[config.mk]
export PLATFORM = sky130hd
export DESIGN_NAME = ps2_host_tx
export DESIGN_NICKNAME = d
export VERILOG_FILES = /design/src/rtl/ps2_host_tx_pkg.sv /design/src/rtl/ps2_host_tx_line_filter.sv /design/src/rtl/ps2_host_tx.sv
export SDC_FILE = /design/constraint.sdc
export NUM_CORES = 1
export LEC_CHECK = 0
export CORE_UTILIZATION = 40
export CTS_BUF_LIST = sky130_fd_sc_hd__clkbuf_8
export DETAILED_ROUTE_END_ITERATION = 12
export GPL_ROUTABILITY_DRIVEN = 0
export PLACE_DENSITY = 0.67
export SLEW_MARGIN = 15
export SYNTH_ARGS = -nofsm -noshare
export SYNTH_HDL_FRONTEND = slang
export SYNTH_HIERARCHICAL = 1
export SYNTH_SLANG_ARGS = --single-unit
[constraint.sdc]
create_clock -name CLK -period 2.45 [get_ports CLK]
set_clock_uncertainty 0.05 [all_clocks]
set_input_delay 0.49 -clock CLK [delete_from_list [all_inputs] [get_ports CLK]]
set_output_delay 0.49 -clock CLK [all_outputs]
set_load 0.005 [all_outputs]
[src/rtl/ps2_host_tx_pkg.sv]
// Shared definitions for the PS/2 host transmitter: command bytes, FSM states
// and the frame parity helper.
package ps2_host_tx_pkg;

  localparam logic [7:0] CMD_SET_LED = 8'hED;
  localparam logic [7:0] CMD_RESET   = 8'hFF;
  localparam logic [7:0] CMD_ENABLE  = 8'hF4;
  localparam logic [7:0] RSP_ACK     = 8'hFA;

  typedef enum logic [2:0] {
    ST_IDLE,
    ST_INHIBIT,
    ST_RTS,
    ST_XFER,
    ST_ACK,
    ST_WAIT_IDLE
  } state_e;

  // PS/2 frames carry odd parity: data bits plus parity bit hold an odd count of ones.
  function automatic logic odd_parity(input logic [7:0] b);
    return ~^b;
  endfunction

endpackage

[src/rtl/ps2_host_tx_line_filter.sv]
// Two-flop synchroniser plus glitch filter for one PS/2 pad; a new level is
// accepted only after FILTER_LEN consecutive equal samples, with a fall strobe.
module ps2_host_tx_line_filter #(
  parameter int unsigned FILTER_LEN = 8
) (
  input  logic clk,
  input  logic rst_n,
  input  logic pad_in,
  output logic level,
  output logic fall
);

  localparam int unsigned CW = $clog2(FILTER_LEN) + 1;

  logic          sync1_q, sync2_q;
  logic          level_q, level_d;
  logic          fall_q, fall_d;
  logic [CW-1:0] cnt_q, cnt_d;

  always_comb begin
    // NOTE: every output of this block gets a default first, so no path can infer a latch.
    level_d = level_q;
    cnt_d   = '0;
    fall_d  = 1'b0;
    if (sync2_q != level_q) begin
      if (cnt_q == CW'(FILTER_LEN - 1)) begin
        level_d = sync2_q;
        fall_d  = level_q & ~sync2_q;
      end else begin
        cnt_d = cnt_q + 1'b1;
      end
    end
  end

  // Idle bus is pulled up, so the chain resets to the released level.
  always_ff @(posedge clk or negedge rst_n) begin
    // NOTE: sequential state uses <= so every flop samples pre-edge values.
    if (!rst_n) begin
      sync1_q <= 1'b1;
      sync2_q <= 1'b1;
      level_q <= 1'b1;
      cnt_q   <= '0;
      fall_q  <= 1'b0;
    end else begin
      sync1_q <= pad_in;
      sync2_q <= sync1_q;
      level_q <= level_d;
      cnt_q   <= cnt_d;
      fall_q  <= fall_d;
    end
  end

  assign level = level_q;
  assign fall  = fall_q;

endmodule

[src/rtl/ps2_host_tx.sv]
// PS/2 host-to-device transmitter: inhibit, request-to-send, 8 data bits LSB
// first, odd parity, stop, then device ACK check, with an inter-edge timeout.
module ps2_host_tx
  import ps2_host_tx_pkg::*;
#(
  parameter int unsigned CLK_HZ      = 100_000_000,
  parameter int unsigned INHIBIT_CYC = (CLK_HZ / 1_000_000) * 120,
  parameter int unsigned TIMEOUT_CYC = (CLK_HZ / 1_000) * 20,
  parameter int unsigned FILTER_LEN  = 8
) (
  input  logic       CLK,
  input  logic       rst,
  input  logic       tx_valid,
  input  logic [7:0] tx_data,
  output logic       tx_ready,
  input  logic       ps2_clk_in,
  input  logic       ps2_data_in,
  output logic       ps2_clk_oe,
  output logic       ps2_data_oe,
  output logic       busy,
  output logic       done,
  output logic       err
);

  localparam int unsigned CNT_MAX = (INHIBIT_CYC > TIMEOUT_CYC) ? INHIBIT_CYC : TIMEOUT_CYC;
  localparam int unsigned CNT_W   = $clog2(CNT_MAX) + 1;
  localparam logic [CNT_W-1:0] INH_LAST = CNT_W'(INHIBIT_CYC - 1);
  localparam logic [CNT_W-1:0] TO_LAST  = CNT_W'(TIMEOUT_CYC - 1);

  logic clk_lvl, clk_fall, data_lvl, unused_data_fall;

  ps2_host_tx_line_filter #(.FILTER_LEN(FILTER_LEN)) u_clk_filt (
    .clk    (CLK),
    .rst_n  (rst),
    .pad_in (ps2_clk_in),
    .level  (clk_lvl),
    .fall   (clk_fall)
  );

  ps2_host_tx_line_filter #(.FILTER_LEN(FILTER_LEN)) u_data_filt (
    .clk    (CLK),
    .rst_n  (rst),
    .pad_in (ps2_data_in),
    .level  (data_lvl),
    .fall   (unused_data_fall)
  );

  state_e           state_q, state_d;
  logic [9:0]       shift_q, shift_d;
  logic [3:0]       idx_q, idx_d;
  logic [CNT_W-1:0] cnt_q, cnt_d;
  logic             data_oe_q, data_oe_d;
  logic             done_q, done_d;
  logic             err_q, err_d;
  logic             timeout, abort;

  assign timeout = (cnt_q == TO_LAST);

  always_comb begin
    state_d   = state_q;
    shift_d   = shift_q;
    idx_d     = idx_q;
    cnt_d     = cnt_q;
    data_oe_d = data_oe_q;
    done_d    = 1'b0;
    err_d     = 1'b0;
    abort     = 1'b0;

    case (state_q)
      ST_IDLE: begin
        cnt_d     = '0;
        data_oe_d = 1'b0;
        if (tx_valid) begin
          shift_d = {1'b1, odd_parity(tx_data), tx_data};
          idx_d   = '0;
          state_d = ST_INHIBIT;
        end
      end
      ST_INHIBIT: begin
        cnt_d = cnt_q + 1'b1;
        if (cnt_q == INH_LAST) begin
          cnt_d     = '0;
          data_oe_d = 1'b1;
          state_d   = ST_RTS;
        end
      end
      ST_RTS: begin
        cnt_d   = '0;
        state_d = ST_XFER;
      end
      // Start bit stays on the line until the first device fall; then one bit per fall.
      ST_XFER: begin
        cnt_d = cnt_q + 1'b1;
        if (clk_fall) begin
          cnt_d     = '0;
          data_oe_d = ~shift_q[0];
          shift_d   = {1'b0, shift_q[9:1]};
          idx_d     = idx_q + 4'd1;
          if (idx_q == 4'd9) state_d = ST_ACK;
        end else if (timeout) begin
          abort = 1'b1;
        end
      end
      ST_ACK: begin
        cnt_d = cnt_q + 1'b1;
        if (clk_fall) begin
          cnt_d = '0;
          if (!data_lvl) begin
            state_d = ST_WAIT_IDLE;
          end else begin
            err_d   = 1'b1;
            state_d = ST_IDLE;
          end
        end else if (timeout) begin
          abort = 1'b1;
        end
      end
      ST_WAIT_IDLE: begin
        cnt_d = cnt_q + 1'b1;
        if (clk_lvl && data_lvl) begin
          done_d  = 1'b1;
          state_d = ST_IDLE;
        end else if (timeout) begin
          abort = 1'b1;
        end
      end
      default: state_d = ST_IDLE;
    endcase

    if (abort) begin
      cnt_d     = '0;
      data_oe_d = 1'b0;
      err_d     = 1'b1;
      state_d   = ST_IDLE;
    end
  end

  always_ff @(posedge CLK or negedge rst) begin
    if (!rst) begin
      state_q   <= ST_IDLE;
      shift_q   <= '0;
      idx_q     <= '0;
      cnt_q     <= '0;
      data_oe_q <= 1'b0;
      done_q    <= 1'b0;
      err_q     <= 1'b0;
    end else begin
      state_q   <= state_d;
      shift_q   <= shift_d;
      idx_q     <= idx_d;
      cnt_q     <= cnt_d;
      data_oe_q <= data_oe_d;
      done_q    <= done_d;
      err_q     <= err_d;
    end
  end

  assign ps2_clk_oe  = (state_q == ST_INHIBIT) || (state_q == ST_RTS);
  assign ps2_data_oe = data_oe_q;
  assign tx_ready    = (state_q == ST_IDLE);
  assign busy        = (state_q != ST_IDLE);
  assign done        = done_q;
  assign err         = err_q;

endmodule

; ---- Word level (Yosys, flattened, before mapping)
; Cells that the tools add are included.
[word_totals]
reg_bits = 57
input_bits = 13
out_inout_bits = 6
wordCells = 97
[op_classes]
add_sub_neg = 4
eq_ne = 20
mux = 39
bitwise_logic = 3
reduce_logical = 15
[op_table]
columns = cell, count
row1 = 22-bit case mux with 4 select lines, 1
row2 = 22-bit 2-to-1 mux, 3
row3 = 3-bit 2-to-1 mux, 8
row4 = 4-bit 2-to-1 mux, 6
row5 = 22-bit by 1-bit adder with 22-bit output (second input constant), 1
row6 = 22-bit by 14-bit equality test with 1-bit output (second input constant), 1
row7 = 22-bit by 21-bit equality test with 1-bit output (second input constant), 1
row8 = 10-bit 2-to-1 mux, 2
row9 = 10-bit case mux with 2 select lines, 1
row10 = 3-bit case mux with 6 select lines, 1
row11 = 1-bit 2-to-1 mux, 14
row12 = 4-bit by 1-bit adder with 4-bit output (second input constant), 3
row13 = 3-bit by 2-bit != test with 1-bit output (second input constant), 3
row14 = 3-bit != test (second input constant), 3
row15 = 4-bit by 3-bit equality test with 1-bit output (second input constant), 2
row16 = 4-bit case mux with 2 select lines, 1
row17 = 8-bit XNOR reduction, 1
row18 = 3-bit by 2-bit equality test with 1-bit output (second input constant), 2
row19 = 3-bit equality test (second input constant), 2
row20 = 3-bit AND reduction, 2
row21 = 6-bit AND reduction, 1
row22 = 5-bit nonzero test, 1
row23 = 4-bit equality test (second input constant), 1
row24 = 2-bit AND reduction, 2
row25 = other kinds (15), 18

; ---- Depth between registers and ports, before layout
[depth]
depth_word = 6
depth_mapped = 7
depth_no_buf = 7

; ---- By module
; The synthesis kept the hierarchy.
[by_module_without_submodules]
columns = module, n_inst, cells_each, area_each_um2
row1 = ps2_host_tx, 1, 273, 2436.1
row2 = ps2_host_tx_line_filter, 2, 25, 341.6

; ---- Least setup slack after synthesis
; No wires, ideal clock.
[synth_timing]
path_kind = flip-flop to flip-flop
startpoint = reg cnt_q[0] (netlist name)
endpoint = reg cnt_q[18] (netlist name)
arrival_time_ns = 1.861
required_ns = 2.280
path_slack_ns = 0.419
path_stages_with_launch = 8
path_buffers = 1
synth_period_minus_slack_ns = 2.031
path_cell_list = dfrtp_1 -> ha_1 -> nand4_2 -> or4_1 -> buf_2 -> nor4_1 -> xnor2_1 -> nor2_2

; ---- Final worst setup path
[layout_timing]
startpoint = reg state_q[2]
endpoint = out tx_ready
[layout_between]
elab_chain_cells = 1
[layout_rtl]
columns = item, line
row1 = start: declaration, ps2_host_tx.sv:48  ; state_e state_q, state_d;
row2 = start signal: assignment, ps2_host_tx.sv:148  ; state_q <= state_d;
row3 = 3-bit zero test, ps2_host_tx.sv:160  ; assign tx_ready = (state_q == ST_IDLE);
row4 = end: declaration, ps2_host_tx.sv:15  ; output logic tx_ready,
; Every way passes these cells.

==> results.sh <==
export IMPL_setup_viol=0
export IMPL_slew_headroom_pct=54.5
export IMPL_worstPathMaxFanout=8
export IMPL_cts_tree="done"
export IMPL_grt_max_degree=32
export IMPL_drtPass1Iterations=4
export IMPL_nets=374
export IMPL_ys_warn_count=6
export IMPL_diodes=0
export IMPL_ir_worst_vdd_v=0.000433
export IMPL_postSynthAreaPerCell_um2=9.60
export IMPL_synthCells=320
export IMPL_fin_crit_sh_pct=95.2
export IMPL_cts_max_level=3
export IMPL_worstSetupPathType="flip-flop to output pin"
export IMPL_power_density_nw_per_um2=628
export IMPL_grtUsageTotal_pct=18.5
export IMPL_tightest_slew_ns=0.679
export IMPL_num_io_pins=19
export IMPL_cts_buffer_depth=2
export IMPL_root_buffer="clkbuf_8"
export IMPL_portBuffers=18
export IMPL_dieArea_um2=8030
export IMPL_coreArea_um2=7330
export IMPL_vias_per_cell=5.36
export IMPL_fillers=673
export IMPL_syn_area_um2=3070
export IMPL_rsz0062_at_grt="false"
export IMPL_antenna_found_initial=0
export IMPL_place_hpwl_um=4550
export IMPL_max_cap_violations=0
export IMPL_start_kind="flip-flop"
export IMPL_via_count=2448
export IMPL_p_leak_nw=1.58
export IMPL_final_area_um2=3650
export IMPL_cp_data_arrival_time_ns=1.79
export IMPL_start_util_pct=41.9
export IMPL_drive_above_1_share_pct=15.6
export IMPL_cp_data_required_time_ns=1.91
export IMPL_path_delay_family="buffers and inverters"
export IMPL_path_cells="or3_4 > inv_1 > clkdlybuf4s50_1"
export IMPL_status="completed"
export IMPL_drt_iter0_markers=213
export IMPL_clock_sinks=57
export IMPL_dieWidth_um=89.6
export IMPL_slowest_stage="clkdlybuf4s50_1"
export IMPL_max_freq_mhz=429
export IMPL_path_clk_slew_ns=0.08
export IMPL_cp_slowest_stage_delay_ns=0.49
export IMPL_totalPowerFinal_mw=2.29
export IMPL_numCtsBuffers=9
export IMPL_grt_pass1_wl_um=11100
export IMPL_maxSlewViolCount=0
export IMPL_crit_buf_inv=2
export IMPL_dpl_worst_slack_ns=0.107
export IMPL_clock_latency_ns=0.35
export IMPL_wl_per_cell_um=14.1
export IMPL_die_y_um=89.6
export IMPL_grt_overflow_total=0
export IMPL_period_needed_ns=2.33
export IMPL_row_count=31
export IMPL_drc=0
export IMPL_setup_ws_ns=0.119
export IMPL_totalWireLength_um=6420
export IMPL_grt_pass1_vias=2351
export IMPL_finalSetupTns_ns=0
export IMPL_antenna_left=0
export IMPL_placed_area_um2=3420
export IMPL_area_growth_pct=18.9
export IMPL_finalHoldViolations=0
export IMPL_critPathCaptureType="output pin"
export IMPL_hp_class="input port to async pin"
export IMPL_syn_nets=341
[layout by cell type (no fill, tap or decap), drive strengths merged, types with 6 or more instances in the layout]
cell,instances
ha,8
clkdlybuf4s50,17
xnor2,21
nor2,43
o21ai,12
buf,15
clkbuf,9
nor3,13
dfrtp,51
a21oi,12
nor4,6
nand3,12
nand4,17
inv,21
o22ai,9
dfstp,6
nand2,16
[cell type report]
cell class                 instances  area [µm²]  share of cell area [%]
multi-input combinational        236        1520                    41.7
sequential                        57        1440                    39.4
inverter                          17        63.8                    1.75
clock inverter                     7        85.1                    2.33
tap                               99         124                    3.39
clock buffer                       9         124                    3.39
timing repair buffer              32         293                    8.02
[metal layers]
layer  GRT usage (%)  wire [µm]  vias up
met2            27.1       2850       52
met3            5.94        258       13
li1                -          -     1223
met4            7.94        146        0
met1            25.0       3170     1160
met5               0          0        -
[final timing paths]
path	start	end	slack, ns	cells past startpoint
hold / removal	rst	u_clk_filt/cnt_q[1]	0.09	1
max in group asynchronous	rst	u_data_filt/level	1.62	2
hold reg to reg	u_clk_filt/sync1_q	u_clk_filt/sync2_q	0.31	0
setup / recovery	state_q[2]	tx_ready	0.12	3
setup reg to reg	cnt_q[0]	cnt_q[20]	0.20	6
min in group CLK	u_clk_filt/sync1_q	u_clk_filt/sync2_q	0.31	0
[repair_timing]
item / in CTS / in global routing
gates resized for setup: 1 / 4
cloned: 0 / 0
endpoints found under the setup margin: 1 / 2
hold buffers: 0 / 0
setup buffers: 0 / 2
[state kept, by name, indices dropped and copies added, names as in the netlist]
signal	flops
state_q	3
cnt_q	22
u_data_filt/level	1
ps2_data_oe	1
u_clk_filt/cnt_q	4
idx_q	4
done	1
u_clk_filt/fall	1
u_clk_filt/level	1
u_data_filt/sync1_q	1
u_data_filt/cnt_q	4
u_clk_filt/sync1_q	1
shift_q	10
u_data_filt/sync2_q	1
err	1
u_clk_filt/sync2_q	1
[worst register-to-register path: stages, from the launching register on]
cell and delay (ns):
dfrtp_1 0.40, ha_1 0.23, nand4_2 0.17, or4_1 0.71
nor4_1 0.35, xnor2_1 0.18, nor2_2 0.04
[report_power, final]
part / leakage (nW) / internal (mW) / switching (mW) / total (mW)
Sequential: 0.728 / 1.03 / 0.0931 / 1.12
Combinational: 0.750 / 0.123 / 0.113 / 0.236
Clock: 0.107 / 0.490 / 0.443 / 0.933
Total: 1.58 / 1.64 / 0.650 / 2.29
[metrics by stage]
stage                     utilization, %  std cells  hold slack (ns)
after CTS                           49.5        455            0.117
after global routing                49.8        457            0.126
after floorplan                        -        320            0.144
final                               49.8        457           0.0925
after detailed placement            46.6        439            0.298
after global placement              46.6        439            0.297
Note: power is estimated with default switching activity, not from simulation.
